[src/rtl/tracker_pkg.sv]
// Shared encodings for the line tracker: motion codes and FSM states.
// Imported by line_tracker_ctrl.
package tracker_pkg;

  localparam logic [1:0] TURN_LEFT   = 2'b00;
  localparam logic [1:0] TURN_RIGHT  = 2'b01;
  localparam logic [1:0] GO_STRAIGHT = 2'b10;
  localparam logic [1:0] STOP_STATE  = 2'b11;

  localparam logic DIR_LEFT  = 1'b0;
  localparam logic DIR_RIGHT = 1'b1;

  typedef enum logic [1:0] {
    HALT   = 2'd0,
    TRACK  = 2'd1,
    SEARCH = 2'd2
  } fsm_t;

endpackage

[src/rtl/sensor_debounce.sv]
// One tracker channel: synchroniser flop, persistence counter and
// filtered bit that only follows changes lasting DEBOUNCE cycles.
module sensor_debounce #(
  parameter int DEBOUNCE = 4
) (
  input  logic clk,
  input  logic reset,
  input  logic raw_i,
  output logic filt_o
);

  localparam int CW = (DEBOUNCE > 1) ? $clog2(DEBOUNCE) : 1;

  logic          sync_q;
  logic          filt_q, filt_d;
  logic [CW-1:0] cnt_q, cnt_d;

  // Count consecutive disagreeing samples; accept on the last one.
  always_comb begin
    filt_d = filt_q;
    cnt_d  = '0;
    if (sync_q != filt_q) begin
      if (cnt_q == CW'(DEBOUNCE - 1)) begin
        filt_d = sync_q;
      end else begin
        cnt_d = cnt_q + 1'b1;
      end
    end
  end

  // Synchroniser, counter and filtered bit.
  always_ff @(posedge clk) begin
    if (reset) begin
      sync_q <= 1'b0;
      cnt_q  <= '0;
      filt_q <= 1'b0;
    end else begin
      sync_q <= raw_i;
      cnt_q  <= cnt_d;
      filt_q <= filt_d;
    end
  end

  assign filt_o = filt_q;

endmodule

[src/rtl/line_tracker_ctrl.sv]
// Line-following decision block: filtered sensors -> error -> motion.
// Define TRACKER_SEARCH_EN to enable the timed line-recovery search.
module line_tracker_ctrl
  import tracker_pkg::*;
#(
  parameter int N_SENSORS    = 3,
  parameter int DEBOUNCE     = 4,
  parameter int LOST_TIMEOUT = 1024,
  parameter int DEADBAND     = 0,
  localparam int MAG_W       = $clog2(N_SENSORS)
) (
  input  logic                 clk,
  input  logic                 reset,
  input  logic [N_SENSORS-1:0] sensor,
  output logic [1:0]           state,
  output logic [MAG_W-1:0]     turn_mag,
  output logic                 lost
);

  localparam int EW = $clog2(2 * N_SENSORS) + 1;

  if ((N_SENSORS < 3) || ((N_SENSORS % 2) == 0)) begin : g_chk_n
    $error("N_SENSORS must be odd and >= 3");
  end
  if (DEBOUNCE < 1) begin : g_chk_db
    $error("DEBOUNCE must be >= 1");
  end
  if (LOST_TIMEOUT < 1) begin : g_chk_to
    $error("LOST_TIMEOUT must be >= 1");
  end

  logic [N_SENSORS-1:0] filt;

  for (genvar g = 0; g < N_SENSORS; g++) begin : g_ch
    sensor_debounce #(
      .DEBOUNCE(DEBOUNCE)
    ) u_db (
      .clk   (clk),
      .reset (reset),
      .raw_i (sensor[g]),
      .filt_o(filt[g])
    );
  end

  logic [MAG_W-1:0] l_idx, r_idx;
  logic [EW-1:0]    err, abs_err;
  logic             any, in_band, err_neg;

  // Outermost set bits give the signed line position error.
  always_comb begin
    l_idx = '0;
    r_idx = '0;
    for (int i = 0; i < N_SENSORS; i++) begin
      if (filt[i]) l_idx = i[MAG_W-1:0];
    end
    for (int i = N_SENSORS - 1; i >= 0; i--) begin
      if (filt[i]) r_idx = i[MAG_W-1:0];
    end
    err     = EW'(l_idx) + EW'(r_idx) - EW'(N_SENSORS - 1);
    err_neg = err[EW-1];
    abs_err = err_neg ? (EW'(0) - err) : err;
    in_band = (int'(abs_err) <= DEADBAND);
    any     = |filt;
  end

  fsm_t             fsm_q;
  logic [1:0]       state_q;
  logic [MAG_W-1:0] mag_q;
  logic             lost_q;

`ifdef TRACKER_SEARCH_EN
  localparam int CW = (LOST_TIMEOUT > 1) ? $clog2(LOST_TIMEOUT) : 1;
  logic          dir_q;
  logic [CW-1:0] cnt_q;
`endif

  // Mode FSM with registered motion outputs; seeing the line always wins.
  always_ff @(posedge clk) begin
    if (reset) begin
      fsm_q   <= HALT;
      state_q <= STOP_STATE;
      mag_q   <= '0;
      lost_q  <= 1'b0;
`ifdef TRACKER_SEARCH_EN
      dir_q   <= DIR_LEFT;
      cnt_q   <= '0;
`endif
    end else if (any) begin
      fsm_q  <= TRACK;
      lost_q <= 1'b0;
`ifdef TRACKER_SEARCH_EN
      cnt_q  <= '0;
`endif
      if (in_band) begin
        state_q <= GO_STRAIGHT;
        mag_q   <= '0;
      end else if (!err_neg) begin
        state_q <= TURN_LEFT;
        mag_q   <= MAG_W'(abs_err);
`ifdef TRACKER_SEARCH_EN
        dir_q   <= DIR_LEFT;
`endif
      end else begin
        state_q <= TURN_RIGHT;
        mag_q   <= MAG_W'(abs_err);
`ifdef TRACKER_SEARCH_EN
        dir_q   <= DIR_RIGHT;
`endif
      end
    end else begin
      unique case (fsm_q)
        TRACK: begin
`ifdef TRACKER_SEARCH_EN
          fsm_q   <= SEARCH;
          state_q <= (dir_q == DIR_RIGHT) ? TURN_RIGHT : TURN_LEFT;
          mag_q   <= MAG_W'(N_SENSORS - 1);
          cnt_q   <= '0;
`else
          fsm_q   <= HALT;
          state_q <= STOP_STATE;
          mag_q   <= '0;
          lost_q  <= 1'b1;
`endif
        end
`ifdef TRACKER_SEARCH_EN
        SEARCH: begin
          if (cnt_q == CW'(LOST_TIMEOUT - 1)) begin
            fsm_q   <= HALT;
            state_q <= STOP_STATE;
            mag_q   <= '0;
            lost_q  <= 1'b1;
          end else begin
            cnt_q <= cnt_q + 1'b1;
          end
        end
`endif
        default: begin
          fsm_q   <= HALT;
          state_q <= STOP_STATE;
          mag_q   <= '0;
        end
      endcase
    end
  end

  assign state    = state_q;
  assign turn_mag = mag_q;
  assign lost     = lost_q;

endmodule

[config.mk]
export PLATFORM = sky130hd
export DESIGN_NAME = line_tracker_ctrl
export DESIGN_NICKNAME = d
export VERILOG_FILES = /design/src/rtl/tracker_pkg.sv /design/src/rtl/sensor_debounce.sv /design/src/rtl/line_tracker_ctrl.sv
export SDC_FILE = /design/constraint.sdc
export NUM_CORES = 1
export LEC_CHECK = 0
export CAP_MARGIN = 40
export CORE_UTILIZATION = 42
export DETAILED_ROUTE_END_ITERATION = 16
export PLACE_DENSITY = 0.69
export SLEW_MARGIN = 20
export SYNTH_ARGS = -nofsm -noshare
export SYNTH_HDL_FRONTEND = slang
export SYNTH_SLANG_ARGS = --single-unit
[constraint.sdc]
create_clock -name clk -period 2.2 [get_ports clk]
set_input_delay 0.44 -clock clk [delete_from_list [all_inputs] [get_ports clk]]
set_output_delay 0.44 -clock clk [all_outputs]
set_load 0.005 [all_outputs]
Yosys cells after proc, flatten, opt, wreduce, memory -nomap -nowiden

Cells that the tools add are included.
W data, S select, Z words.

Register bits: 19

$add $sub $neg: 6
Order comparisons: 1
Equality and inequality tests: 7
Muxes and demuxes: 9
Bitwise gates (word level): 4
Reductions and logical operators: 10

Operator list:

| kind                  | count |
|---|---|
| $reduce_or A3 Y1      | 5 |
| $mux W2               | 4 |
| $add A2 B1 Y2 const B | 3 |
| $eq A2 B2 Y1 const B  | 3 |
| $reduce_and A2 Y1     | 3 |
| $le A4 B1 Y1 const B  | 1 |
| $mux W1               | 4 |
| $mux W4               | 1 |
| $not A1 Y1            | 4 |
| $reduce_or A4 Y1      | 1 |
| $sub A1 B4 Y4 const A | 1 |
| $sub A3 B2 Y4 const B | 1 |
| $add A2 B2 Y3         | 1 |
| $ne A1 B1 Y1          | 3 |
| $eq A2 B1 Y1 const B  | 1 |
| $reduce_or A2 Y1      | 1 |

Depth between registers and ports, before layout

Gate-level depths: netlist (run 1).

Word-level depth: 9
Gate-level depth with buffers: 9
Gate-level depth less buffers: 8

Cells and area by module

Synthesis (run 1) repeated with hierarchy kept, for this count alone.

Cell total of the unflattened synthesis: 61
Area, all modules: 718.2 µm²

By module, submodules not included:

| module            | instances | cells an instance | area an instance (µm²) |
|---|---|---|---|
| sensor_debounce   | 3         | 11                | 142.6 |
| line_tracker_ctrl | 1         | 28                | 290.3 |

Worst setup path after synthesis (run 1)

OpenSTA, ideal clock, no wires.

Path kind: register -> register
Start point: reg g_ch[2].u_db.filt_q
End point: reg mag_q[1] (netlist: turn_mag[1])
Arrival: 2054 ps
Data required time: 2075 ps
Slack: 21 ps
Stages on the path, launching flop included: 10
Path buffers: 1
Clock period less this slack: 2179 ps
Path through: dfxtp_1 -> buf_4 -> inv_1 -> or3_1 -> ha_1 -> nand2b_1 -> ha_1 -> or3b_2 -> nand3_1 -> a21oi_1

Cells in the longest elaborated chain, start to end: 9

Ends and longest elaborated chain:

| item                              | RTL line                 | source |
|---|---|---|
| from (decl)                       | sensor_debounce.sv:15    | `logic filt_q, filt_d;` |
| from (signal assigned)            | sensor_debounce.sv:40    | `filt_q <= filt_d;` |
| $mux W2 (3 in series)             | line_tracker_ctrl.sv:57  | `if (filt[i]) r_idx = i[MAG_W-1:0];` |
| $add A2 B2 Y3                     | line_tracker_ctrl.sv:59  | `err = EW'(l_idx) + EW'(r_idx) - EW'(N_SENSORS - 1);` |
| $sub A3 B2 Y4                     | line_tracker_ctrl.sv:59  |  |
| $sub A1 B4 Y4                     | line_tracker_ctrl.sv:61  | `abs_err = err_neg ? (EW'(0) - err) : err;` |
| $mux W4                           | line_tracker_ctrl.sv:61  |  |
| $le A4 B1 Y1                      | line_tracker_ctrl.sv:62  | `in_band = (int'(abs_err) <= DEADBAND);` |
| $reduce_or A3 Y1 (no source line) | n/a                      |  |
| to (signal assigned)              | line_tracker_ctrl.sv:99  | `mag_q <= MAG_W'(abs_err);` |
| to (signal assigned)              | line_tracker_ctrl.sv:105 | `mag_q <= MAG_W'(abs_err);` |
| to (decl)                         | line_tracker_ctrl.sv:68  | `logic [MAG_W-1:0] mag_q;` |

Several ways; a longest one is shown, not always the timed one.
A chain may end at the register's enable or synchronous reset.

Worst setup path in the final report (run 1)

Same ends and word-level chain as after synthesis.

==> run metrics, run 1 <==
status finished, final reports clean; fin util 55.1%; pin count of the biggest net entering global routing 14; Worst VDD drop 0.418 mV; # rows 14; clock skew 7.45 ps; synth top area cells dfxtp_1 50%, ha_1 12%, nor2_1 5.7%; Clock Latency Late Sink 280 ps; Max Freq 0.485 GHz; Mapped Avg Cell Area 10.3 sq um; Die X 43.4 um; Slew @ Worst Pin 435 ps; die area 0.00188 sq mm; max cap viols 0; Hold Crit Depth 1; Max-slew headroom 70.9%; Mapped Area 718 sq um; Num CTS Buffers 3; Worst Hold Endpoint g_ch[0].u_db.cnt_q[0]; Cell variety after synth 21; GRT overflow 0; crit path launch type flip-flop; Placed Cells 95; Syn Inst Count 70; starting DRC count in detailed routing 3; antenna cell count 0; Cell Count, Final, Fillers Out 98; final wirelength 1020 um; Leak 0.347 nW; sequential share of the synthesized area 50.2%; clk buf depth 2; Synth Register Bits 18; # IOs 10; WP data required 2370 ps; CTS root buf clkbuf_4; reg-to-reg critical path startpoint g_ch[2].u_db.filt_o; total power 0.506 mW; Max Slew Vio Count 0; Tcrit/Tclk final 93.6%; final hold violations 0; H-tree depth 1; RD Place Congestion 0.682; overall die height 43.4 um; min cycle time layout 2060 ps; setup TNS 0 ps; Routed wire per std cell 10.4 um; vias in the first global route 454; Layout fillers 144; reg2reg end turn_mag[1]; Vias per Instance 5.03; FF-to-FF setup slack 140 ps; area share of the largest cell type after synthesis 50.2%; DRC viols 0; Post-Syn Nets 82; commonest cells after routing, fill and taps aside 17 x dfxtp_1, 11 x nor2_1, 9 x clkdlybuf4s50_1, 7 x ha_1; CP max-delay cell or3b_4; max incr delay on CP 380 ps; unrepaired setup endpoints after global routing false; CTS Hold Bufs 0; beginning of the worst hold path g_ch[0].u_db.cnt_q[0]; Hold Path Class reg -> reg; clock-pin slew on the worst setup and hold paths 90 ps; drt pass-1 iters 4; Post-CTS Setup Bufs 0; clk sinks 18; Reg2Reg Depth 8; first-pass GRT wire length 1840 um; synth warn 0; final setup vio count 0; Area Growth Syn to Fin 19.5%; Routed Antenna Nets 0; CP max FO 2; Final HPWL DP 782 um; most frequent cell on the critical path ha_1; PwrDens 590 mW/mm^2; Initial Util 46.1%; Setup Crit Path Kind reg -> reg; Critical Path Sink Type flip-flop; Total Routing Usage GR 13.4%; antenna violations before repair 0; core area 0.00156 sq mm; Port Buffers 9; CTS tree built; most common cell after layout, fill and taps aside dfxtp_1; layout cell share with drive strength beyond 1 11.0%; area leader, netlist dfxtp_1; critical path data arrival time 2230 ps; Via Count 493; final net count 96; crit path cell chain inv_1 > or3_1 > ha_1 > nand2b_1 > ha_1 > or3b_4 > nand3_2 > a21oi_1
-- state kept, by name (all words and copies together), names as in the netlist --
register          flops
state                 2
g_ch.u_db.cnt_q       6
lost                  1
turn_mag              2
g_ch.u_db.filt_o      3
fsm_q                 1
g_ch.u_db.sync_q      3
-- worst max-delay path, delay by kind of cell, from the launching register on --
kind | cells | cell delay, ps
AOI/OAI and AO/OA | 1 | 60
DFF | 1 | 330
and+or+nand+nor | 4 | 980
adders and majority gates | 2 | 540
buffers and inverters | 1 | 50
-- synth_stat cells --
cell type  count
dfxtp_1       18
nor2_1        11
ha_1           7
nor2b_1        5
or3_1          5
inv_1          4
mux2i_1        3
xnor2_1        3
a21oi_1        2
a2111o_1       1
and2_1         1
and3_1         1
buf_2          1
buf_4          1
buf_6          1
nand2b_1       1
nand3_1        1
nor3_1         1
nor3b_1        1
o21ai_0        1
or3b_2         1
-- repair_timing --
action                                 CTS  global route
setup endpoints to repair                0             2
resized for setup                        0             4
endpoints found under the hold margin    0             0
-- per-layer routing --
layer | share of wire, % | vias to the layer above | wire, um | track usage, %
met3 | 1.5 | 2 | 15 | 3.75
met4 | 1.4 | 0 | 14 | 9.38
met5 | 0 | - | 0 | 0
li1 | - | 255 | - | -
met1 | 47 | 231 | 486 | 17.2
met2 | 50 | 5 | 507 | 19.4
-- power by group --
part	internal [mW]	total (mW)	leakage (nW)	switching (mW)
Clock	0.0634	0.151	0.0138	0.0874
Sequential	0.332	0.335	0.147	0.00322
Combinational	0.0125	0.0205	0.186	0.00798
-- final cells by class --
cell class / count / area, sq um / area share (%)
repair buffers: 12 / 113 / 13.1
well taps: 16 / 20.0 / 2.33
multi-input cells: 45 / 327 / 38.0
flip-flops and latches: 18 / 362 / 42.1
clock buffers: 3 / 22.5 / 2.62
inverters: 4 / 15.0 / 1.75
-- kinds of logic after synthesis --
kind of cell	synth area share (%)
xor gates and xnor gates	3.66
muxes	4.18
adders and majority gates	12.2
and+or+nand+nor	20.7
DFF	50.2
buffers and inverters	5.40
AOI/OAI and AO/OA	3.66
-- metrics by stage --
step	hold slack (ps)	setup WS (ps)	cell area (sq um)
after detailed placement	414	24.1	827
after global placement	405	63.9	827
after floorplan	397	20.9	718
after global routing	444	28.5	858
final	420	140	858
after CTS	427	12.7	850
-- worst max-delay path by stage --
| stage | cells after the start | end | startpoint |
|---|---|---|---|
| floorplan | 9 | turn_mag[1] | g_ch[2].u_db.filt_o |
| global placement | 8 | turn_mag[1] | g_ch[2].u_db.filt_o |
| detailed placement | 8 | turn_mag[1] | g_ch[2].u_db.filt_o |
| CTS | 8 | turn_mag[1] | g_ch[2].u_db.filt_o |
| global route | 8 | turn_mag[1] | g_ch[2].u_db.filt_o |
| finish | 8 | turn_mag[1] | g_ch[2].u_db.filt_o |
No activity file was read; power rests on OpenSTA's default activity.
==> inputs of run 2 (changes only) <==
--- a/config.mk
+++ b/config.mk
@@ -5,8 +5,10 @@
 export SDC_FILE = /design/constraint.sdc
 export NUM_CORES = 1
 export LEC_CHECK = 0
+export ABC_CLOCK_PERIOD_IN_PS = 2200
 export CAP_MARGIN = 40
 export CORE_UTILIZATION = 42
+export CTS_CLUSTER_DIAMETER = 150
 export DETAILED_ROUTE_END_ITERATION = 16
 export PLACE_DENSITY = 0.69
 export SLEW_MARGIN = 20
==> results of run 2 <==
The final DEF is identical to that of run 1; final timing and power are the same.
